===== src/rtl/cattrap_game_fsm_pkg.sv =====
// rtl/cattrap_game_fsm_pkg.sv - CatTrap state codes, grid constants and cell helpers
package cattrap_pkg;

  localparam int GRID_N = 8;

  localparam logic [2:0] ST_START    = 3'b001;
  localparam logic [2:0] ST_PLAY     = 3'b010;
  localparam logic [2:0] ST_CAT_SCAN = 3'b011;
  localparam logic [2:0] ST_GAMEOVER = 3'b100;
  localparam logic [2:0] ST_GAMEWIN  = 3'b101;
  localparam logic [2:0] ST_PREBLOCK = 3'b110;

  typedef struct packed {
    logic       valid;
    logic [2:0] row;
    logic [2:0] col;
    logic [2:0] score;
  } cand_t;

  function automatic logic [5:0] cell_index(input logic [2:0] row, input logic [2:0] col);
    return {row, col};
  endfunction

  // Distance to the nearest board edge; 0 means the cell is on the rim.
  function automatic logic [2:0] edge_dist(input logic [2:0] row, input logic [2:0] col);
    logic [2:0] dr;
    logic [2:0] dc;
    dr = (row < 3'd4) ? row : 3'd7 - row;
    dc = (col < 3'd4) ? col : 3'd7 - col;
    return (dr < dc) ? dr : dc;
  endfunction

endpackage


===== src/rtl/cattrap_game_fsm_if.sv =====
// rtl/cattrap_game_fsm_if.sv - button pulses in, board/cursor/game state out
interface cattrap_game_fsm_if;
  logic        BtnC;
  logic        BtnU;
  logic        BtnD;
  logic        BtnL;
  logic        BtnR;
  logic [63:0] blocked;
  logic [2:0]  cat_row;
  logic [2:0]  cat_col;
  logic [7:0]  Row;
  logic [7:0]  Col;
  logic [2:0]  state;
  logic [6:0]  move_count;

  modport master (
    output BtnC, BtnU, BtnD, BtnL, BtnR,
    input  blocked, cat_row, cat_col, Row, Col, state, move_count
  );

  modport slave (
    input  BtnC, BtnU, BtnD, BtnL, BtnR,
    output blocked, cat_row, cat_col, Row, Col, state, move_count
  );
endinterface


===== src/rtl/cattrap_game_fsm_lfsr16.sv =====
// rtl/cattrap_game_fsm_lfsr16.sv - free-running 16-bit Galois LFSR, taps 16,14,13,11
module lfsr16 #(
  parameter logic [15:0] SEED = 16'hACE1
) (
  input  logic        clk,
  input  logic        rst,
  input  logic        en,
  output logic [15:0] value
);

  logic [15:0] lfsr_q;

  always_ff @(posedge clk or posedge rst) begin
    if (rst) begin
      lfsr_q <= SEED;
    end else if (en) begin
      lfsr_q <= {1'b0, lfsr_q[15:1]} ^ (lfsr_q[0] ? 16'hB400 : 16'h0000);
    end
  end

  assign value = lfsr_q;

endmodule


===== src/rtl/cattrap_game_fsm.sv =====
// rtl/cattrap_game_fsm.sv - CatTrap board, cursor and cat-move FSM
// Define CATTRAP_PREBLOCK_EN to pre-block random cells from an LFSR at game start.
module cattrap_game_fsm
  import cattrap_pkg::*;
#(
  parameter int CAT_START_ROW = 3,
  parameter int CAT_START_COL = 3
`ifdef CATTRAP_PREBLOCK_EN
  ,
  parameter int          PREBLOCK_COUNT = 6,
  parameter logic [15:0] LFSR_SEED      = 16'hACE1
`endif
) (
  input  logic              clk,
  input  logic              reset,
  cattrap_game_fsm_if.slave bus
);

  localparam logic [2:0] LAST      = 3'(GRID_N - 1);
  localparam logic [2:0] START_ROW = 3'(CAT_START_ROW);
  localparam logic [2:0] START_COL = 3'(CAT_START_COL);

  logic [2:0]  state_q;
  logic [63:0] blocked_q;
  logic [2:0]  cat_row_q;
  logic [2:0]  cat_col_q;
  logic [2:0]  cur_row_q;
  logic [2:0]  cur_col_q;
  logic [6:0]  move_count_q;
  logic [2:0]  scan_idx_q;
  cand_t       best_q;

  logic [2:0] nb_row;
  logic [2:0] nb_col;
  logic [2:0] nb_score;
  logic       nb_in;
  logic       nb_take;

  // scan_idx 0..3 walks up, down, left, right; strict < keeps the earliest of equal scores
  always_comb begin
    nb_row = cat_row_q;
    nb_col = cat_col_q;
    nb_in  = 1'b0;
    case (scan_idx_q[1:0])
      2'd0: begin
        nb_in  = (cat_row_q != 3'd0);
        nb_row = cat_row_q - 3'd1;
      end
      2'd1: begin
        nb_in  = (cat_row_q != LAST);
        nb_row = cat_row_q + 3'd1;
      end
      2'd2: begin
        nb_in  = (cat_col_q != 3'd0);
        nb_col = cat_col_q - 3'd1;
      end
      default: begin
        nb_in  = (cat_col_q != LAST);
        nb_col = cat_col_q + 3'd1;
      end
    endcase
    nb_score = edge_dist(nb_row, nb_col);
    nb_take  = nb_in && !blocked_q[cell_index(nb_row, nb_col)]
               && (!best_q.valid || (nb_score < best_q.score));
  end

  logic [2:0] cur_row_d;
  logic [2:0] cur_col_d;

  always_comb begin
    cur_row_d = cur_row_q;
    cur_col_d = cur_col_q;
    if (bus.BtnU) begin
      if (cur_row_q != 3'd0) cur_row_d = cur_row_q - 3'd1;
    end else if (bus.BtnD) begin
      if (cur_row_q != LAST) cur_row_d = cur_row_q + 3'd1;
    end else if (bus.BtnL) begin
      if (cur_col_q != 3'd0) cur_col_d = cur_col_q - 3'd1;
    end else if (bus.BtnR) begin
      if (cur_col_q != LAST) cur_col_d = cur_col_q + 3'd1;
    end
  end

  logic [5:0] cur_idx;
  logic [5:0] cat_idx;
  logic       sel_ok;

  assign cur_idx = cell_index(cur_row_q, cur_col_q);
  assign cat_idx = cell_index(cat_row_q, cat_col_q);
  assign sel_ok  = !blocked_q[cur_idx] && (cur_idx != cat_idx);

`ifdef CATTRAP_PREBLOCK_EN
  logic [15:0] lfsr_value;
  logic [6:0]  placed_q;
  logic [5:0]  pb_idx;
  logic        pb_ok;

  lfsr16 #(.SEED(LFSR_SEED)) u_lfsr (
    .clk  (clk),
    .rst  (reset),
    .en   (1'b1),
    .value(lfsr_value)
  );

  assign pb_idx = lfsr_value[5:0];
  assign pb_ok  = !blocked_q[pb_idx] && (pb_idx != cat_idx);
`endif

  always_ff @(posedge clk or posedge reset) begin
    if (reset) begin
      state_q      <= ST_START;
      blocked_q    <= '0;
      cat_row_q    <= START_ROW;
      cat_col_q    <= START_COL;
      cur_row_q    <= '0;
      cur_col_q    <= '0;
      move_count_q <= '0;
      scan_idx_q   <= '0;
      best_q       <= '0;
`ifdef CATTRAP_PREBLOCK_EN
      placed_q     <= '0;
`endif
    end else begin
      case (state_q)
        ST_START: begin
          if (bus.BtnC) begin
`ifdef CATTRAP_PREBLOCK_EN
            state_q  <= ST_PREBLOCK;
            placed_q <= '0;
`else
            state_q  <= ST_PLAY;
`endif
          end
        end
`ifdef CATTRAP_PREBLOCK_EN
        ST_PREBLOCK: begin
          if (placed_q >= 7'(PREBLOCK_COUNT)) begin
            state_q <= ST_PLAY;
          end else if (pb_ok) begin
            blocked_q[pb_idx] <= 1'b1;
            placed_q          <= placed_q + 7'd1;
            if (placed_q + 7'd1 >= 7'(PREBLOCK_COUNT)) state_q <= ST_PLAY;
          end
        end
`endif
        ST_PLAY: begin
          // Select outranks movement even when the select itself is refused.
          if (bus.BtnC) begin
            if (sel_ok) begin
              blocked_q[cur_idx] <= 1'b1;
              move_count_q       <= (move_count_q == 7'd127) ? move_count_q : move_count_q + 7'd1;
              state_q            <= ST_CAT_SCAN;
              scan_idx_q         <= '0;
              best_q             <= '0;
            end
          end else begin
            cur_row_q <= cur_row_d;
            cur_col_q <= cur_col_d;
          end
        end
        ST_CAT_SCAN: begin
          if (scan_idx_q == 3'd4) begin
            if (!best_q.valid) begin
              state_q <= ST_GAMEWIN;
            end else begin
              cat_row_q <= best_q.row;
              cat_col_q <= best_q.col;
              state_q   <= (best_q.score == 3'd0) ? ST_GAMEOVER : ST_PLAY;
            end
          end else begin
            if (nb_take) best_q <= {1'b1, nb_row, nb_col, nb_score};
            scan_idx_q <= scan_idx_q + 3'd1;
          end
        end
        ST_GAMEOVER, ST_GAMEWIN: begin
          if (bus.BtnC) begin
            state_q      <= ST_START;
            blocked_q    <= '0;
            cat_row_q    <= START_ROW;
            cat_col_q    <= START_COL;
            cur_row_q    <= '0;
            cur_col_q    <= '0;
            move_count_q <= '0;
            scan_idx_q   <= '0;
            best_q       <= '0;
          end
        end
        default: state_q <= ST_START;
      endcase
    end
  end

  assign bus.blocked    = blocked_q;
  assign bus.cat_row    = cat_row_q;
  assign bus.cat_col    = cat_col_q;
  assign bus.Row        = 8'b1 << cur_row_q;
  assign bus.Col        = 8'b1 << cur_col_q;
  assign bus.state      = state_q;
  assign bus.move_count = move_count_q;

endmodule

===== src/flat_wrapper.sv =====
// flat-port wrapper written by rule: the top's interface ports become plain ports
module cattrap_game_fsm_flat import cattrap_pkg::*;
#(
  parameter int CAT_START_ROW = 3,
  parameter int CAT_START_COL = 3

)
  (clk, reset, bus_BtnC, bus_BtnU, bus_BtnD, bus_BtnL, bus_BtnR, bus_blocked, bus_cat_row, bus_cat_col, bus_Row, bus_Col, bus_state, bus_move_count);
  cattrap_game_fsm_if bus_i ();
  input  logic clk;
  input  logic reset;
  input wire logic [$bits(bus_i.BtnC)-1:0] bus_BtnC;
  input wire logic [$bits(bus_i.BtnU)-1:0] bus_BtnU;
  input wire logic [$bits(bus_i.BtnD)-1:0] bus_BtnD;
  input wire logic [$bits(bus_i.BtnL)-1:0] bus_BtnL;
  input wire logic [$bits(bus_i.BtnR)-1:0] bus_BtnR;
  output wire logic [$bits(bus_i.blocked)-1:0] bus_blocked;
  output wire logic [$bits(bus_i.cat_row)-1:0] bus_cat_row;
  output wire logic [$bits(bus_i.cat_col)-1:0] bus_cat_col;
  output wire logic [$bits(bus_i.Row)-1:0] bus_Row;
  output wire logic [$bits(bus_i.Col)-1:0] bus_Col;
  output wire logic [$bits(bus_i.state)-1:0] bus_state;
  output wire logic [$bits(bus_i.move_count)-1:0] bus_move_count;
  assign bus_i.BtnC = bus_BtnC;
  assign bus_i.BtnU = bus_BtnU;
  assign bus_i.BtnD = bus_BtnD;
  assign bus_i.BtnL = bus_BtnL;
  assign bus_i.BtnR = bus_BtnR;
  assign bus_blocked = bus_i.blocked;
  assign bus_cat_row = bus_i.cat_row;
  assign bus_cat_col = bus_i.cat_col;
  assign bus_Row = bus_i.Row;
  assign bus_Col = bus_i.Col;
  assign bus_state = bus_i.state;
  assign bus_move_count = bus_i.move_count;
  cattrap_game_fsm #(.CAT_START_ROW(CAT_START_ROW), .CAT_START_COL(CAT_START_COL)) u_core (.clk(clk), .reset(reset), .bus(bus_i));
endmodule

===== config.mk =====
export PLATFORM = sky130hd
export DESIGN_NAME = cattrap_game_fsm_flat
export DESIGN_NICKNAME = d
export VERILOG_FILES = /design/src/rtl/cattrap_game_fsm_pkg.sv /design/src/rtl/cattrap_game_fsm_if.sv /design/src/rtl/cattrap_game_fsm_lfsr16.sv /design/src/rtl/cattrap_game_fsm.sv /design/src/flat_wrapper.sv
export SDC_FILE = /design/constraint.sdc
export NUM_CORES = 1
export LEC_CHECK = 0
export BUFFER_PORTS_ARGS = -buffer_cell sky130_fd_sc_hd__buf_4
export CAP_MARGIN = 20
export CORE_MARGIN = 4
export CORE_UTILIZATION = 43
export DETAILED_ROUTE_END_ITERATION = 12
export MAX_ROUTING_LAYER = met4
export PLACE_DENSITY_LB_ADDON = 0.12
export SETUP_SLACK_MARGIN = 0.5
export SLEW_MARGIN = 25
export SYNTH_ARGS = -nofsm -noshare
export SYNTH_HDL_FRONTEND = slang
export SYNTH_SLANG_ARGS = --single-unit

===== constraint.sdc =====
create_clock -name clk -period 4.4 [get_ports clk]
set_input_delay 1.32 -clock clk [delete_from_list [all_inputs] [get_ports clk]]
set_output_delay 1.32 -clock clk [all_outputs]
set_load 0.05 [all_outputs]

### Yosys cells after proc, flatten, opt, wreduce, memory -nomap -nowiden

Index checks and enable logic that the tools add are counted.
W data, S select, Z words.

| storage, ports and cells | value |
|---|---|
| register bits after elaboration | 99 |
| input port bits | 7 |
| output and inout bits | 96 |
| word-level logic and storage cells | 154 |

| cells by class | value |
|---|---|
| add/subtract/negate cells | 12 |
| magnitude comparators | 7 |
| equality and inequality tests | 32 |
| shifts and indexed selects | 2 |
| multiplexer cells | 61 |
| bitwise operators | 1 |
| reductions and logical operators | 27 |

Operator list:

| operator | count |
|---|---|
| $mux W64 | 3 |
| $pmux W64 S2 | 1 |
| $mux W3 | 31 |
| $or A64 B64 Y64 | 1 |
| $mux W10 | 5 |
| $pmux W3 S2 | 6 |
| $pmux W10 S3 | 1 |
| $mux W7 | 4 |
| $ne A3 B3 Y1 const B | 6 |
| $ne A2 B2 Y1 const B | 8 |
| $shl A1 B3 Y8 const A | 2 |
| $add A3 B1 Y3 const B | 5 |
| $reduce_and A5 Y1 | 3 |
| $reduce_bool A3 Y1 | 5 |
| $lt A6 B7 Y1 const B | 2 |
| $pmux W7 S2 | 1 |
| $bmux W1 S6 | 2 |
| $ne A3 B2 Y1 const B | 4 |
| $pmux W3 S4 | 1 |
| $reduce_and A6 Y1 | 2 |
| $sub A3 B1 Y3 const B | 4 |
| $eq A3 B3 Y1 const B | 3 |
| $pmux W3 S3 | 1 |
| $ne A2 B1 Y1 const B | 4 |
| other kinds (23) | 37 |

### Depth between registers and ports, before layout

| depth | value |
|---|---|
| depth in word-level cells | 13 |
| depth in mapped cells | 16 |
| gate-level depth less buffers | 16 |

### Worst setup path after synthesis

No wires, ideal clock.

| path | value |
|---|---|
| path kind | flip-flop to flip-flop |
| from | reg u_core.scan_idx_q[0] |
| to | reg u_core.best_q[1] in the netlist's numbering |
| library setup time | 0.121 ns |
| data arrival time | 3.691 ns |
| data required time | 4.279 ns |
| slack | 0.588 ns |
| cell stages (with the launch flop) | 15 |
| buffers on the path | 2 |
| clock period less this slack | 3.812 ns |
| cells stage by stage | dfrtp_1 -> inv_1 -> ha_1 -> fa_1 -> clkbuf_1 -> or3b_2 -> nand2_1 -> buf_2 -> a211oi_1 -> o21ai_0 -> a21boi_0 -> or4_1 -> o21ai_0 -> nor2_1 -> a22o_1 |

| between the ends | value |
|---|---|
| word-level cells in the longest chain between the ends | 12 |
| elaborated cells between the ends (all ways) | 29 |
| classes of those cells | add/sub (2); order compare (4); eq/ne (5); mux (11); reduce/logical (7) |

Ends and longest elaborated chain:

| item | line | text |
|---|---|---|
| start, declared | cattrap_game_fsm.sv:30 | `logic [2:0] scan_idx_q;` |
| start signal, assigned | cattrap_game_fsm.sv:172 | `scan_idx_q <= scan_idx_q + 3'd1;` |
| $eq A2 B1 Y1 or $logic_not A2 Y1 (tied branches) | cattrap_game_fsm.sv:44 | `case (scan_idx_q[1:0])` |
| $reduce_or A2 Y1 (no line) | - |  |
| $pmux W3 S2 | cattrap_game_fsm.sv:44 |  |
| $sub A3 B3 Y3 or $lt A3 B3 Y1 (tied branches) | cattrap_game_fsm_pkg.sv:29 | `dc = (col < 3'd4) ? col : 3'd7 - col;` |
| $mux W3 | cattrap_game_fsm_pkg.sv:29 |  |
| $lt A3 B3 Y1 | cattrap_game_fsm_pkg.sv:30 | `return (dr < dc) ? dr : dc;` |
| $mux W3 | cattrap_game_fsm_pkg.sv:30 |  |
| $lt A3 B3 Y1 | cattrap_game_fsm.sv:64 | `&& (!best_q.valid \|\| (nb_score < best_q.score));` |
| $logic_or A1 B1 Y1 | cattrap_game_fsm.sv:64 |  |
| $logic_and A1 B1 Y1 | cattrap_game_fsm.sv:64 |  |
| $ne A2 B1 Y1 (no line) | - |  |
| $reduce_and A6 Y1 (no line) | - |  |
| end signal, assigned | cattrap_game_fsm.sv:171 | `if (nb_take) best_q <= {1'b1, nb_row, nb_col, nb_score};` |
| end, declared | cattrap_game_fsm.sv:31 | `cand_t best_q;` |

Several ways; a longest one is shown, not always the timed one. The select of a mux whose other input is x is not followed.
A chain may end at the register's enable or synchronous reset.

### Worst setup path after layout

| path | value |
|---|---|
| from | reg u_core.cur_col_q[1] |
| to | out bus_Col[1] |

| between the ends | value |
|---|---|
| word-level cells in the longest chain between the ends | 1 |

Ends and longest elaborated chain:

| item | line | text |
|---|---|---|
| start, declared | cattrap_game_fsm.sv:28 | `logic [2:0] cur_col_q;` |
| start signal, assigned | cattrap_game_fsm.sv:158 | `cur_col_q <= cur_col_d;` |
| $shl A1 B3 Y8 | cattrap_game_fsm.sv:197 | `assign bus.Col = 8'b1 << cur_col_q;` |
| end, declared | flat_wrapper.sv:21 | `output wire logic [$bits(bus_i.Col)-1:0] bus_Col;` |

No other way between the ends.

==> flow_metrics.tcl <==
set metrics [dict create \
    antenna_found_initial 0 \
    syn-num-nets 655 \
    io_buffers 102 \
    core_mm2 0.0135 \
    min_period_ps 3740 \
    first_global_vias 5298 \
    crit_arrival_ps 2420 \
    start_util_pct 44.5 \
    setup_viol 0 \
    cts_made_buffers 9 \
    ys_types 55 \
    clock_skew_ps 12.5 \
    synth.area.top_cells "dfrtp_1 39%, o21a_1 6.1%, nor2_1 5.6%, mux4_2 5.3%, mux2i_1 4.9%" \
    p_leak_nw 3.47 \
    clock_power_share_pct 15.2 \
    worst_slew_pin_slew_ps 862 \
    cts.path.max_buffers 2 \
    yosysWarningCount 0 \
    synth_edf_count 0 \
    overflow 0 \
    p_sw_share_pct 49.8 \
    dieArea_mm2 0.0159 \
    ir_drop_mv 0.348 \
    critPathKind "flip-flop to output pin" \
    p_sw_mw 2.66 \
    worstSetupEndpointType "output pin" \
    fmax_mhz 268 \
    syn_area_mm2 0.00598 \
    path_clk_slew_ps 70 \
    drt_wl_total_um 19600 \
    synthCells 636 \
    cp.required_ps 3080 \
    avgViaCountPerCell 5.95 \
    grt_util_all_layers_pct 25.5 \
    syn_avg_cell_area_um2 9.41 \
    async_flop_share_pct 100 \
    setup_tns_ps 0 \
    cap_violations 0 \
    drive_gt1_share_pct 23.5 \
    seq_area_frac_synth_pct 41.1 \
    cts_hold_buf 0 \
    power.density_mw_per_mm2 731 \
    worst_slew_margin_rel_pct 42.6 \
    nNetsFinal 747 \
    drtAntennaViolNets 0 \
    yosys_most_used_dff "dfrtp_1" \
    gp_congestion 0.940 \
    grt_pass1_wl_um 31000 \
    period_share_pct 84.9 \
    num_rows 42 \
    power.internal_mw 2.68 \
    first_pass_iters 5 \
    grt_max_degree 56 \
    drc 0 \
    dr_total_vias 5407 \
    wl_per_cell_um 21.6 \
    hold_viol_final 0 \
    ctsHtreeMaxLevel 3 \
    cp_max_fo 18 \
    cts_sinks 98 \
    synth.most_common_cell "dfrtp_1" \
    hp-class "flip-flop to flip-flop" \
    rsz0062_at_grt "no" \
    ys_seq_elements 98 \
    die_h_um 126 \
    io_pins 103 \
    clkLatencyLatePin_ps 360 \
    cts_tree "yes" \
    status "completed" \
    post-dp-hpwl_um 14200 \
    final_max_slew_viol_count 0 \
    p_comb_share_pct 58.8 \
    synthTopCellsByCount "93 x dfrtp_1, 90 x nor2_1, 50 x nand2_1" \
    synthToLayoutAreaGrowth_pct 22.2 \
    synth_top_area_share_pct 38.9 \
    antennaDiodeCount 0 \
    worst_setup_path_start_kind "flip-flop" \
    die_w_um 126 \
    total_power_mw 5.35 \
    seqPwrFrac_pct 26.0 \
    cts-root-buf "clkbuf_16" \
    yosysTopAreaCell "dfrtp_1" \
    drtIter0Drc 468 \
]
power groups by stage:
| stage | sequential [mW] | clock (mW) | combinational, mW |
|---|---|---|---|
| 6_report | 1.39 | 0.815 | 3.14 |
| 3_5_place_dp | 1.39 | 0 | 2.94 |
| 2_1_floorplan | 1.53 | 0 | 1.93 |
| 3_3_place_gp | 1.39 | 0 | 2.89 |
| 4_1_cts | 1.38 | 0.827 | 2.97 |
| 5_1_grt | 1.42 | 0.867 | 3.39 |
placed cells by master, fill, tap and decap left out, types with 2 or more instances in the layout:
cell	synthesis	final
buf_4	1	118
dfrtp_1	93	92
nor2_1	90	89
o21a_1	49	49
nand2_1	50	48
a21oi_1	34	34
mux2i_1	29	28
o21ai_0	26	25
inv_1	21	20
xnor2_1	16	15
mux4_2	14	14
nand3_1	14	14
and3_1	14	14
nor3_1	12	12
a22o_1	12	11
o22ai_1	11	11
a211oi_1	12	11
nand2b_1	10	10
nor2b_1	9	9
clkbuf_16	0	9
xor2_1	6	6
ha_1	8	6
a311oi_1	5	5
dfstp_2	5	5
nor4_1	4	4
and2_1	4	4
a21o_1	4	4
or3_1	4	4
mux4_1	3	3
a31oi_1	3	3
o211ai_1	3	3
nor3b_1	3	3
o31ai_1	3	3
clkinv_2	0	3
fa_1	4	3
nand4_1	2	2
o221ai_1	2	2
or4_1	2	2
a32oi_1	2	2
ha_2	0	2
sequential cells by signal, indices dropped and copies added, names as in the netlist:
name                   flops
u_core.bus.move_count      7
u_core.bus.cat_col         3
u_core.bus.cat_row         3
u_core.bus.state           3
u_core.bus.blocked        64
u_core.cur_row_q           3
u_core.best_q              9
u_core.scan_idx_q          3
u_core.cur_col_q           3
area by class of cell:
type	instances	area, um2
Clock inverter	6	65.1
Timing Repair Buffer	119	906
Sequential cell	98	2460
Fill cell	1269	6140
Clock buffer	10	239
Multi-Input combinational cell	479	3340
Inverter	21	80.1
Tap cell	176	220
worst paths after layout:
kind	startpoint	to	slack, ps	depth (start not counted)
max	u_core.cur_col_q[1]$_DFFE_PP0P_	bus_Col[1]	660	5
min	u_core.best_q[7]$_DFFE_PP0P_	u_core.best_q[7]$_DFFE_PP0P_	500	1
max reg2reg	u_core.scan_idx_q[0]$_DFFE_PP0P_	u_core.best_q[3]$_DFFE_PP0P_	680	13
min reg2reg	u_core.best_q[7]$_DFFE_PP0P_	u_core.best_q[7]$_DFFE_PP0P_	500	1
max in group asynchronous	reset	u_core.bus.cat_col[0]$_DFFE_PP1P_	2480	3
min in group asynchronous	reset	u_core.bus.blocked[29]$_DFFE_PP0P_	1110	2
through the flow:
| stage | std cells | hold WS [ps] | util [%] | area, um2 | setup WS [ps] |
|---|---|---|---|---|---|
| 2_1_floorplan | 636 | 450 | - | 5980 | 526 |
| 3_3_place_gp | 891 | 474 | 51.5 | 6930 | 424 |
| 3_5_place_dp | 891 | 485 | 51.5 | 6930 | 331 |
| 4_1_cts | 907 | 501 | 53.8 | 7240 | 495 |
| 5_1_grt | 909 | 526 | 54.3 | 7310 | 477 |
| 6_report | 909 | 499 | 54.3 | 7310 | 663 |
cells by family after synthesis:
kind of cell / after synthesis / share of synthesized area (%)
simple gates: 225 / 17.5
compound gates: 173 / 19.4
fa+ha+maj: 12 / 3.01
flops: 98 / 41.1
xor+xnor: 22 / 3.22
buf+inv: 59 / 4.10
mux: 47 / 11.6
metal layers:
metal  global-route usage (%)  routed length [um]  vias up  share of wire [%]
met4                     7.32                 324        0                1.7
met2                     40.2                9700      175                 49
met3                     4.11                 948       22                4.8
li1                         -                   -     2469                  -
met1                     34.3                8630     2741                 44
met5                        -                   0        -                  0
worst max-delay path: stages (launching register included):
cell and delay, ps:
dfrtp_1 640, buf_4 400, inv_1 190, nand2_1 410, inv_1 180, buf_4 230
what timing repair did:
| item | in CTS | in global routing |
|---|---|---|
| resized for setup | 5 | 13 |
| endpoints found under the setup margin | 10 | 9 |
| pin swaps | 0 | 1 |
| buffers inserted | 0 | 2 |
(Power assumes the default switching activity.)
